<file path="config.mk">
export PLATFORM = sky130hd
export DESIGN_NAME = shift_pipe
export DESIGN_NICKNAME = d
export VERILOG_FILES = /design/src/rtl/shift_pipe.sv
export SDC_FILE = /design/constraint.sdc
export NUM_CORES = 1
export LEC_CHECK = 0
export BUFFER_PORTS_ARGS = -buffer_cell sky130_fd_sc_hd__buf_2
export CORE_ASPECT_RATIO = 1.4
export CORE_MARGIN = 3
export CORE_UTILIZATION = 42
export DETAILED_ROUTE_END_ITERATION = 16
export HOLD_SLACK_MARGIN = 0.03
export MAX_ROUTING_LAYER = met4
export PLACE_DENSITY = 0.64
export SLEW_MARGIN = 20
export SYNTH_ARGS = -nofsm -noshare
export SYNTH_HDL_FRONTEND = slang
export SYNTH_SLANG_ARGS = --single-unit
</file>
<file path="constraint.sdc">
create_clock -name CLK -period 7.4 [get_ports CLK]
set_clock_uncertainty 0.15 [all_clocks]
set_input_delay 1.11 -clock CLK [delete_from_list [all_inputs] [get_ports CLK]]
set_output_delay 1.11 -clock CLK [all_outputs]
set_load 0.1 [all_outputs]
</file>
<file path="src/rtl/shift_pipe.sv">
// shift_pipe: pipelined barrel shifter (logical / arithmetic / rotate).
// Stage k applies the 2^k shift step. The last stage also applies the
// out-of-range override and produces the registered Y/Z/VALID_OUT.
// The whole pipeline advances together or holds together.
module shift_pipe #(
  parameter int unsigned WIDTH  = 32,
  parameter int unsigned STAGES = $clog2(WIDTH),
  parameter int unsigned SW     = $clog2(WIDTH) + 1
) (
  input  logic             CLK,
  input  logic             RST,
  input  logic             VALID_IN,
  output logic             READY_IN,
  input  logic [WIDTH-1:0] D,
  input  logic [SW-1:0]    S,
  input  logic             LnR,
  input  logic [1:0]       MODE,
  output logic             VALID_OUT,
  input  logic             READY_OUT,
  output logic [WIDTH-1:0] Y,
  output logic             Z
);

  localparam logic [1:0] MODE_ARI = 2'b01;
  localparam logic [1:0] MODE_ROT = 2'b10;
  localparam int unsigned NPASS   = STAGES - 1;

  // Payload carried between stages; sgn is the operand's original MSB.
  typedef struct packed {
    logic              vld;
    logic [WIDTH-1:0]  dat;
    logic [STAGES-1:0] amt;
    logic              lnr;
    logic [1:0]        mode;
    logic              oor;
    logic              sgn;
  } stage_t;

  stage_t           op;
  stage_t           stg_q [NPASS];
  stage_t           stg_d [NPASS];
  logic             last_vld;
  logic [WIDTH-1:0] last_dat;
  logic             adv;

  // Global advance: everything moves unless a finished result is blocked.
  assign adv      = !VALID_OUT || READY_OUT;
  assign READY_IN = adv;

  // Incoming operand; S >= WIDTH is exactly the top bit of S.
  always_comb begin
    op      = '0;
    op.vld  = VALID_IN;
    op.dat  = D;
    op.amt  = S[STAGES-1:0];
    op.lnr  = LnR;
    op.mode = MODE;
    op.oor  = S[SW-1];
    op.sgn  = D[WIDTH-1];
  end

  for (genvar k = 0; k < STAGES; k++) begin : g_stage
    localparam int unsigned SH = 1 << k;

    stage_t           src;
    logic [SH-1:0]    lfill;
    logic [SH-1:0]    rfill;
    logic [WIDTH-1:0] shl;
    logic [WIDTH-1:0] shr;
    logic [WIDTH-1:0] sft;
    logic             rot;
    logic             ari;

    if (k == 0) begin : g_first
      assign src = op;
    end else begin : g_mid
      assign src = stg_q[k-1];
    end

    // Conditional 2^k shift step with mode-dependent fill bits.
    always_comb begin
      rot   = (src.mode == MODE_ROT);
      ari   = (src.mode == MODE_ARI);
      lfill = rot ? src.dat[WIDTH-1 -: SH] : '0;
      rfill = rot ? src.dat[SH-1:0] : (ari ? {SH{src.sgn}} : '0);
      shl   = {src.dat[WIDTH-1-SH:0], lfill};
      shr   = {rfill, src.dat[WIDTH-1:SH]};
      sft   = src.amt[k] ? (src.lnr ? shl : shr) : src.dat;
    end

    if (k < STAGES - 1) begin : g_pass
      stage_t nxt;

      // Forward control fields unchanged alongside the partial result.
      always_comb begin
        nxt     = src;
        nxt.dat = sft;
      end

      assign stg_d[k] = nxt;
    end else begin : g_last
      // Out-of-range override; rotate keeps the modulo-WIDTH result.
      always_comb begin
        last_vld = src.vld;
        last_dat = sft;
        if (src.oor && !rot) begin
          last_dat = (ari && !src.lnr) ? {WIDTH{src.sgn}} : '0;
        end
      end
    end
  end

  // Pipeline registers; reset flushes all in-flight operands.
  always_ff @(posedge CLK or posedge RST) begin
    if (RST) begin
      for (int i = 0; i < int'(NPASS); i++) begin
        stg_q[i] <= '0;
      end
      VALID_OUT <= 1'b0;
      Y         <= '0;
      Z         <= 1'b0;
    end else if (adv) begin
      for (int i = 0; i < int'(NPASS); i++) begin
        stg_q[i] <= stg_d[i];
      end
      VALID_OUT <= last_vld;
      Y         <= last_dat;
      Z         <= (last_dat == '0);
    end
  end

endmodule

</file>
# Word level (Yosys, flattened, before mapping)
# Index checks and enable logic that the tools add are counted.
[word_totals] in_bits=45 ff_bits=206 out_inout_bits=35
[op_classes] muxes=27 reduce_logical=7 n_eq_ne=10
[op_table] cell="$mux 32" n=12
[op_table] cell="$mux 16" n=3
[op_table] cell="$logic_not 32->1" n=1
[op_table] cell="$mux 8" n=3
[op_table] cell="$mux 4" n=3
[op_table] cell="$eq 2x1->1 const B" n=5
[op_table] cell="$eq 2x2->1 const B" n=5
[op_table] cell="$mux 2" n=3
[op_table] cell="$logic_not 1->1" n=3
[op_table] cell="$mux 1" n=3
[op_table] cell="$logic_and 1x1->1" n=2
[op_table] cell="$logic_or 1x1->1" n=1

# Depth between registers and ports, before layout
# Gate-level depths: netlist of the first run.
[logic_depth] depth_word=7 depth_mapped=8 mapped_depth_nobuf=6

# Least setup slack after synthesis of the first run
# OpenSTA, ideal clock, no wires.
[synth_path] path_type="input -> output" startpoint="input READY_OUT" endpoint="output READY_IN" path_stages=6 required_time_ns=6.140 t_arrival_ns=2.284 path_slack_ns=3.856 path_cell_list="nor2b_1 > buf_2 > buf_2 > inv_1 > clkbuf_1 > buf_2"
[synth_between] elab_chain_cells=1
[synth_rtl] item="start: declaration" line="19" rtl="input logic READY_OUT,"
[synth_rtl] item="$logic_or 1x1->1" line="47" rtl="assign adv = !VALID_OUT || READY_OUT;"
[synth_rtl] item="end: declaration" line="13" rtl="output logic READY_IN,"
# No other way between the ends.

# Final worst setup path of the first run
# Same ends and word-level chain as after synthesis.

==> impl_metrics.py, run 1 <==
metrics = {
    "route": {
        "drt_first_iter_violations": 462,
        "viasPerCell": 5.37,
        "wl_mm": 24.6,
        "vias": 8714,
        "avgRoutedWirePerCell_um": 15.1,
        "drc": 0,
        "drt_pass1_iterations": 5,
        "final_antenna_net_count": 0,
    },
    "cts": {
        "clk_latency_ps": 440,
        "cts.sinks": 196,
        "post_cts_buffers": 0,
        "cts_buffers": 17,
        "cts-root-buf": "clkbuf_16",
        "clock_path_buffers": 2,
        "cts_max_level": 4,
        "cts_tree": "done",
        "hold_buffers": 0,
        "cts_resized": 0,
        "clkTransAtPathRegs_ps": 70,
    },
    "critical_path": {
        "setup.worst_path.end_class": "output port",
        "critPathSlowestCell": "buf_12",
        "cp_num_buf_inv": 4,
        "start_kind": "input pin",
        "cp.arrival_ps": 3060,
        "critPathMaxFanout": 287,
        "cp_common_cell": "buf_2",
        "crit_family": "buffers and inverters",
        "critPathKind": "in2out",
        "cpPeakStageDelay_ps": 640,
        "path_cells": "buf_2 > nor2b_4 > buf_12 > inv_2 > buf_2",
        "crit_required_ps": 6140,
    },
    "synthesis": {
        "ys_ff_latch": 196,
        "synth_fp_nets": 1343,
        "yosysWarningCount": 0,
        "ys_seq_area_share_pct": 45.5,
        "synthArstFlopShare_pct": 100,
        "synth_area_mm2": 0.0108,
        "synthFlopType": "dfrtp_1",
        "syn_area_per_cell_um2": 8.30,
        "synth_edf_count": 0,
        "syn_inst": 1298,
        "synth.distinct_cells": 60,
    },
    "place": {
        "port_buffers": 79,
        "gp_congestion": 0.891,
        "place_hpwl_mm": 17.0,
    },
    "power_and_ir_drop": {
        "switching_power_mw": 2.86,
        "seqPwrFrac_pct": 36.7,
        "p_leak_nw": 5.21,
        "switching_share_pct": 49.5,
        "ir_drop_v": 0.000431,
        "p_comb_share_pct": 48.0,
        "power_density_mw_per_mm2": 491,
        "p_clk_share_pct": 15.3,
        "finalPower_mw": 5.78,
        "intPower_mw": 2.92,
    },
    "grt": {
        "grt_pass1_wl_mm": 41.3,
        "overflow": 0,
        "grt_start_max_net_pins": 288,
        "grt_usage_pct": 18.6,
        "antenna_found_initial": 0,
        "grt_pass1_vias": 8142,
    },
    "sta": {
        "tns_ps": 0,
        "final.min_clock_period_ps": 4320,
        "relSlewSlack_pct": 29.2,
        "finalHoldViolations": 0,
        "slew_violations": 0,
        "rsz0062_at_grt": "no",
        "setup-violations-final": 0,
        "worst_slew_pin_slew_ps": 1060,
        "max_freq_ghz": 0.231,
        "min_period_over_period_pct": 58.4,
    },
    "hold_path": {
        "hold_class": "reg2reg",
    },
    "floorplanning": {
        "die_area_mm2": 0.0276,
        "die_x_um": 141,
        "die-height_um": 196,
        "coreArea_mm2": 0.0249,
        "rows": 68,
        "start_util_pct": 43.2,
        "io_pins": 80,
    },
    "final_layout": {
        "nets": 1341,
        "area_growth_pct": 9.09,
        "drive_gt1_share_pct": 10.6,
        "diodes": 0,
    },
    "job": {
        "max_cap_viol_count": 0,
    },
    "status": {
        "status": "complete, no violations",
    },
}
==> sequential cells by signal, summed over array words and instances, names as in the netlist <==
register / count
g_stage.src: 6
last_vld: 1
Y: 32
g_stage.shl: 98
Z: 1
g_stage.g_pass.nxt: 27
VALID_OUT: 1
g_stage.shr: 30
==> power by group through the flow <==
stage	Sequential (mW)	Combinational, mW	Clock (mW)
2_1_floorplan	2.58	1.73	0
3_3_place_gp	2.12	2.74	0
3_5_place_dp	2.14	2.79	0
4_1_cts	2.12	2.79	0.904
5_1_grt	2.19	3.10	0.947
6_report	2.12	2.78	0.882
==> kinds of logic (layout without fill, tap and decap cells) <==
logic type	count (synthesis)	count (layout)	synth area share, %
buf+inv	115	126	4.57
simple gates	494	494	19.8
flops	196	196	45.5
compound gates	378	378	19.4
mux	115	115	10.7
==> path summary, 6_finish.rpt <==
check                           from                 to  slack (ps)  cells after the start
hold / removal              last_vld           last_vld         310                      2
setup reg to reg           VALID_OUT                  Z        4560                      7
max in group asynchronous        RST  g_stage[4].src[1]        4850                      3
setup / recovery           READY_OUT           READY_IN        3080                      5
min in group asynchronous        RST  g_stage[4].shr[1]         670                      2
hold reg to reg             last_vld           last_vld         310                      2
==> routing by layer <==
metal	wire [um]	vias to the layer above	GRT usage (%)	share of wire, %
met4	673	0	6.72	2.7
met2	12300	175	31.0	50
met3	842	43	2.84	3.4
li1	-	4467	-	-
met5	0	-	-	0
met1	10800	4029	23.0	44
==> stage by stage <==
step                      setup WS, ps  cell area [um2]  instances  hold slack [ps]  utilization [%]
after floorplan                    799            10800       1298              280                -
after global placement            2980            11200       1592              293             44.9
after detailed placement          2970            11200       1592              302             44.9
after CTS                         2970            11800       1624              318             47.2
after global routing              2820            11800       1624              346             47.2
final                             3080            11800       1624              311             47.2
==> cell type report <==
type	count	area [um2]
Clock inverter	14	120
Clock buffer	18	439
Sequential cell	196	4900
Fill cell	2465	13200
Tap cell	315	394
Multi-Input combinational cell	987	5390
Timing Repair Buffer	89	483
Inverter	5	26.3
==> worst register-to-register path: stages, from the launching register on <==
cell and delay [ps]:
dfrtp_1 340, nor2b_4 160, buf_12 640, inv_2 610, buf_4 460, o2111a_1 200, nand4_1 110, a2bb2oi_2 60
==> cells in the mapped netlist (2+ instances only) <==
master,number,area share [%]
nand2_1,351,12
o21ai_0,280,13
dfrtp_1,196,46
mux2i_1,114,11
clkbuf_1,60,2.1
nor2_1,38,1.3
nand3_1,32,1.5
buf_2,29,1.3
a21oi_1,26,1.2
a31oi_1,20,1.2
nor2b_1,18,1.0
buf_1,17,0.59
nand2b_1,17,0.99
and3_1,13,0.75
o211ai_1,10,0.70
o21a_1,6,0.42
inv_1,5,0.17
o22a_1,5,0.41
nor3_1,4,0.19
nor4_1,4,0.23
a21o_2,3,0.24
a22oi_1,3,0.21
and3b_1,3,0.24
a211oi_1,2,0.14
a221oi_1,2,0.16
a22o_1,2,0.16
nand2_4,2,0.21
o311ai_0,2,0.16
o31ai_1,2,0.14
or3_1,2,0.12
==> cell usage in the layout (no fill, tap or decap), drive strengths merged, types with 2 or more instances in the layout <==
cell type,count
clkbuf,18
o211ai,10
nand2,354
dfrtp,196
o21ai,280
a21o,4
and3b,3
a22oi,4
clkinv,4
nor2,38
nand3,32
o22a,5
nor4,5
clkinvlp,3
nand2b,18
or3,2
inv,12
nor3,4
a31oi,20
nor2b,18
buf,89
a21oi,26
a22o,2
o21a,6
and3,13
a221oi,2
o31ai,2
o311ai,3
a211oi,2
a2bb2oi,2
mux2i,114
No activity file was read; power rests on OpenSTA's default activity.
==> inputs of run 2 (changes only) <==
--- a/config.mk
+++ b/config.mk
@@ -12,7 +12,7 @@
 export DETAILED_ROUTE_END_ITERATION = 16
 export HOLD_SLACK_MARGIN = 0.03
 export MAX_ROUTING_LAYER = met4
-export PLACE_DENSITY = 0.64
+export PLACE_DENSITY = 0.66
 export SLEW_MARGIN = 20
 export SYNTH_ARGS = -nofsm -noshare
 export SYNTH_HDL_FRONTEND = slang
==> constraint.sdc (replaced) <==
create_clock -name CLK -period 3.5 [get_ports CLK]
set_clock_uncertainty 0.15 [all_clocks]
set_input_delay 0.525 -clock CLK [delete_from_list [all_inputs] [get_ports CLK]]
set_output_delay 0.525 -clock CLK [all_outputs]
set_load 0.1 [all_outputs]
==> run 2 against run 1 <==
  * Largest power group unchanged
  * Core utilization up 0.81 points
  * Wire length is 2.4% higher
  * Critical path depth is 2 higher
  * Power increased by 120%
  * Register-to-register slack worse by 3500 ps
  * Combinational power up 110%
  * Flip-flop and latch count unchanged
  * Critical path type is now reg2reg
  * Cell area increased by 1.7%
  * Die area unchanged
  * Hold slack lost 180 ps
  * Clock power increased by 140%
  * Non-clock buffer count grew 10
==> impl_metrics.py, run 2 (synthesized netlist as in run 1, its figures left out) <==
metrics = {
    "critical_path": {
        "critPathMaxFanout": 52,
        "crit_required_ps": 3710,
        "path_cells": "buf_4 > a21oi_1 > nor2_1 > a211oi_1 > nor4_1 > nand4_1 > a2bb2oi_2",
        "critPathKind": "reg2reg",
        "setup.worst_path.end_class": "register",
        "cpPeakStageDelay_ps": 580,
        "critPathSlowestCell": "dfrtp_1",
        "start_kind": "register",
        "cp.arrival_ps": 2690,
    },
    "route": {
        "drc": 0,
        "viasPerCell": 5.35,
        "drt_first_iter_violations": 452,
        "vias": 8744,
        "avgRoutedWirePerCell_um": 15.4,
        "wl_mm": 25.2,
        "drt_pass1_iterations": 5,
        "final_antenna_net_count": 0,
    },
    "floorplanning": {
        "start_util_pct": 43.2,
        "coreArea_mm2": 0.0249,
        "rows": 68,
        "die_area_mm2": 0.0276,
        "io_pins": 80,
        "die-height_um": 196,
        "die_x_um": 141,
    },
    "power_and_ir_drop": {
        "finalPower_mw": 12.6,
        "p_leak_nw": 5.31,
        "ir_drop_v": 0.000947,
        "power_density_mw_per_mm2": 1050,
    },
    "grt": {
        "grt_pass1_wl_mm": 42.2,
        "overflow": 0,
        "grt_start_max_net_pins": 153,
        "antenna_found_initial": 0,
        "grt_pass1_vias": 8138,
        "grt_usage_pct": 19.0,
    },
    "final_layout": {
        "fill_cells": 2444,
        "drive_gt1_share_pct": 11.2,
        "largest_reg_flops": 98,
        "post-route-cell-area_mm2": 0.0120,
        "area_growth_pct": 11.0,
        "nets": 1351,
        "diodes": 0,
        "final_common_cell": "nand2_1",
        "mostFrequentLayoutCells": "351 x nand2_1, 280 x o21ai_0, 195 x dfrtp_1",
    },
    "sta": {
        "relSlewSlack_pct": 38.9,
        "fin_ws_ps": 1020,
        "slew_violations": 0,
        "setup-violations-final": 0,
        "min_period_over_period_pct": 70.8,
        "holdWs_ps": 132,
        "finalHoldViolations": 0,
        "tns_ps": 0,
        "rsz0062_at_grt": "no",
        "worst_slew_pin_slew_ps": 915,
        "max_freq_ghz": 0.404,
        "final.min_clock_period_ps": 2480,
    },
    "cts": {
        "cts-root-buf": "clkbuf_16",
        "cts_tree": "done",
        "cts.sinks": 196,
        "clock_path_buffers": 2,
        "cts_max_level": 4,
        "post_cts_buffers": 0,
        "clkTransAtPathRegs_ps": 80,
        "cts_resized": 0,
        "cts_buffers": 17,
        "clk_latency_ps": 420,
        "hold_buffers": 0,
    },
    "hold_path": {
        "hold_class": "in2async",
    },
    "place": {
        "dp_slack_ps": 1080,
        "placed_area_mm2": 0.0113,
        "port_buffers": 79,
        "place_hpwl_mm": 18.0,
        "gp_congestion": 0.911,
    },
    "job": {
        "max_cap_viol_count": 0,
    },
    "status": {
        "status": "complete, no violations",
    },
}
==> run 2: cell types whose count changed in the layout (fill, tap and decap cells not counted), sizes merged <==
cell	previous run	this run
buf	89	99
bufinv	0	4
clkinv	4	3
clkinvlp	3	1
inv	12	11
==> run 2: worst max-delay path: cells and delay by family (launching register included) <==
family                 cells  cell delay [ps]
AOI/OAI and AO/OA          3              340
and+or+nand+nor            3              820
buffers and inverters      1              500
DFF                        1              580
==> run 2: area by class of cell <==
class / instances / area, um2 / area share (%)
inverters: 5 / 23.8 / 0.199
clock inverters: 14 / 210 / 1.76
well taps: 315 / 394 / 3.30
multi-input cells: 987 / 5390 / 45.1
flip-flops and latches: 196 / 4910 / 41.0
clock buffers: 18 / 429 / 3.59
repair buffers: 99 / 608 / 5.08
==> run 2: metal layers <==
metal / vias up / global-route usage, % / wire length, um
li1: 4504 / - / -
met1: 4032 / 23.1 / 11000
met2: 162 / 32.2 / 12600
met3: 46 / 2.74 / 757
met4: 0 / 6.90 / 805
met5: - / - / 0
==> run 2: where the power goes <==
group	switching, mW	internal (mW)	total, mW	leakage, nW
Combinational	3.97	1.92	5.89	2.66
Clock	0.887	1.22	2.11	0.313
Sequential	1.25	3.33	4.58	2.34
Total	6.10	6.47	12.6	5.31
==> run 2: final timing paths <==
kind / from / endpoint / slack, ps / cells after the start
worst max register to register: g_stage[4].src[9] / Z / 1020 / 7
max in group asynchronous: RST / g_stage[2].shl[22] / 2270 / 3
worst min register to register: last_vld / last_vld / 310 / 2
min in group CLK: VALID_IN / g_stage[1].g_pass.nxt[42] / 150 / 3
worst max-delay path: g_stage[4].src[9] / Z / 1020 / 7
worst min-delay path: RST / Y[17] / 130 / 2
==> run 2: through the flow <==
| stage | instances | utilization (%) |
|---|---|---|
| 3_5_place_dp | 1602 | 45.4 |
| 4_1_cts | 1634 | 48.0 |
| 2_1_floorplan | 1298 | - |
| 5_1_grt | 1634 | 48.0 |
| 3_3_place_gp | 1602 | 45.4 |
| 6_report | 1634 | 48.0 |
==> inputs of run 3 (changes only) <==
--- a/config.mk
+++ b/config.mk
@@ -5,6 +5,7 @@
 export SDC_FILE = /design/constraint.sdc
 export NUM_CORES = 1
 export LEC_CHECK = 0
+export ABC_AREA = 1
 export BUFFER_PORTS_ARGS = -buffer_cell sky130_fd_sc_hd__buf_2
 export CORE_ASPECT_RATIO = 1.4
 export CORE_MARGIN = 3
@@ -12,7 +13,7 @@
 export DETAILED_ROUTE_END_ITERATION = 16
 export HOLD_SLACK_MARGIN = 0.03
 export MAX_ROUTING_LAYER = met4
-export PLACE_DENSITY = 0.66
+export PLACE_DENSITY = 0.64
 export SLEW_MARGIN = 20
 export SYNTH_ARGS = -nofsm -noshare
 export SYNTH_HDL_FRONTEND = slang
==> constraint.sdc (replaced) <==
create_clock -name CLK -period 2.55 [get_ports CLK]
set_clock_uncertainty 0.15 [all_clocks]
set_input_delay 0.3825 -clock CLK [delete_from_list [all_inputs] [get_ports CLK]]
set_output_delay 0.3825 -clock CLK [all_outputs]
set_load 0.1 [all_outputs]
==> run 3 against run 2 <==
  * Non-clock buffer count grew 16
  * Global-route usage grew 2.2 points
  * Setup slack lost 700 ps
==> impl_metrics.py, run 3 <==
metrics = {
    "route": {
        "avgRoutedWirePerCell_um": 14.8,
        "drc": 0,
        "wl_mm": 25.7,
        "drt_pass1_iterations": 6,
        "viasPerCell": 5.25,
        "final_antenna_net_count": 0,
        "drt_first_iter_violations": 413,
        "vias": 9091,
    },
    "power_and_ir_drop": {
        "power_density_mw_per_mm2": 1470,
        "p_leak_nw": 5.35,
        "finalPower_mw": 17.0,
        "ir_drop_v": 0.00112,
    },
    "cts": {
        "hold_buffers": 9,
        "cts_buffers": 17,
        "cts_resized": 0,
        "cts_tree": "done",
        "cts_max_level": 4,
        "clk_latency_ps": 450,
        "clkTransAtPathRegs_ps": 70,
        "clock_path_buffers": 2,
        "cts-root-buf": "clkbuf_16",
        "post_cts_buffers": 0,
        "cts.sinks": 196,
    },
    "grt": {
        "grt_start_max_net_pins": 117,
        "antenna_found_initial": 0,
        "grt_pass1_wl_mm": 43.8,
        "overflow": 0,
        "grt_usage_pct": 21.2,
        "grt_pass1_vias": 8747,
    },
    "synthesis": {
        "synth_edf_count": 0,
        "yosysWarningCount": 0,
        "synthFlopType": "dfrtp_1",
        "synthTopCellsByCount": "288 x nand2_1, 234 x nor2_1, 196 x dfrtp_1",
        "post-synth-top-area-cell": "dfrtp_1",
        "ys_seq_area_share_pct": 47.9,
        "synth_top_area_share_pct": 47.9,
        "syn_inst": 1381,
        "synth_most_common_cell": "nand2_1",
        "synth.distinct_cells": 26,
        "synthArstFlopShare_pct": 100,
        "synth_fp_nets": 1426,
        "ys_ff_latch": 196,
        "syn_area_per_cell_um2": 7.41,
        "synth_area_leaders": "dfrtp_1 48%, nand2_1 11%, nor2_1 8.6%",
        "synth_area_mm2": 0.0102,
    },
    "sta": {
        "relSlewSlack_pct": 40.7,
        "finalHoldViolations": 0,
        "max_freq_ghz": 0.449,
        "holdWs_ps": 52.5,
        "fin_ws_ps": 321,
        "worst_slew_pin_slew_ps": 889,
        "min_period_over_period_pct": 87.4,
        "tns_ps": 0,
        "setup-violations-final": 0,
        "slew_violations": 0,
        "final.min_clock_period_ps": 2230,
        "rsz0062_at_grt": "no",
    },
    "critical_path": {
        "cp.arrival_ps": 1700,
        "r2r_slack_ps": 490,
        "critPathKind": "reg2out",
        "setup.worst_path.end_class": "output port",
        "start_kind": "register",
        "crit_required_ps": 2020,
        "critPathMaxFanout": 116,
    },
    "floorplanning": {
        "die_area_mm2": 0.0263,
        "coreArea_mm2": 0.0236,
        "start_util_pct": 43.3,
        "die_x_um": 138,
        "rows": 66,
        "die-height_um": 191,
        "io_pins": 80,
    },
    "place": {
        "port_buffers": 79,
        "gp_congestion": 0.865,
        "dp_slack_ps": 530,
        "place_hpwl_mm": 18.7,
    },
    "job": {
        "max_cap_viol_count": 0,
    },
    "final_layout": {
        "largest_reg_flops": 98,
        "fill_cells": 2361,
        "area_growth_pct": 13.1,
        "mostFrequentLayoutCells": "288 x nand2_1, 232 x nor2_1, 196 x dfrtp_1",
        "fin_util_pct": 49.0,
        "nets": 1457,
        "diodes": 0,
        "final_common_cell": "nand2_1",
        "drive_gt1_share_pct": 10.7,
    },
    "status": {
        "status": "complete, no violations",
    },
    "hold_path": {
        "hold_class": "in2reg",
    },
}
-- run 3: changes by cell type after synthesis, sizes merged, moves of 18 or more --
cell,change
a21oi,+113
a31oi,+92
buf,-30
clkbuf,+23
inv,+83
mux2i,-114
nand2,-62
nand2b,-18
nand3,-23
nor2,+196
nor2b,-18
o21ai,-112
-- run 3: worst paths after layout --
check | start | depth (start not counted) | to
min in group asynchronous | RST | 4 | g_stage[2].g_pass.nxt[1]
hold / removal | D[19] | 3 | g_stage[1].shl[21]
setup reg to reg | g_stage[4].src[3] | 11 | Z
hold reg to reg | last_vld | 1 | VALID_OUT
setup / recovery | VALID_OUT | 4 | READY_IN
max in group asynchronous | RST | 4 | g_stage[2].shl[18]
-- run 3: metal layers --
layer	part of all wire (%)	vias up	GRT usage, %
met5	0	-	-
met4	4.1	0	9.54
met3	3.7	61	3.62
met2	50	228	35.4
met1	42	4100	25.1
li1	-	4702	-
-- run 3: layout make-up --
| class | instances | area (um2) | area share, % |
|---|---|---|---|
| Multi-Input combinational cell | 992 | 4580 | 39.6 |
| Clock buffer | 19 | 453 | 3.91 |
| Clock inverter | 13 | 121 | 1.05 |
| Sequential cell | 196 | 4900 | 42.4 |
| Timing Repair Buffer | 115 | 778 | 6.73 |
| Inverter | 90 | 349 | 3.02 |
| Tap cell | 306 | 383 | 3.31 |
-- run 3: kinds of logic (layout without fill, tap and decap cells) --
group / after synthesis / after routing / synth area share (%)
compound gates: 455 / 455 / 24.7
buf+inv: 193 / 237 / 7.39
simple gates: 537 / 537 / 20.0
flops: 196 / 196 / 47.9
-- run 3: metrics by stage --
step / std cells / area [um2]
after global routing: 1731 / 11600
final: 1731 / 11600
after global placement: 1690 / 10900
after floorplan: 1381 / 10200
after CTS: 1731 / 11600
after detailed placement: 1690 / 10900
-- run 3: worst max-delay path: stages (launching register included) --
cell and delay, ps:
dfrtp_1 370, inv_1 90, nor2_4 60, inv_8 410, buf_12 260
-- run 3: power by group --
| group | switching (mW) | total (mW) | leakage (nW) | internal, mW |
|---|---|---|---|---|
| clock | 1.24 | 2.57 | 0.275 | 1.33 |
| combinational | 6.07 | 8.44 | 2.78 | 2.38 |
| sequential | 1.35 | 5.95 | 2.29 | 4.60 |
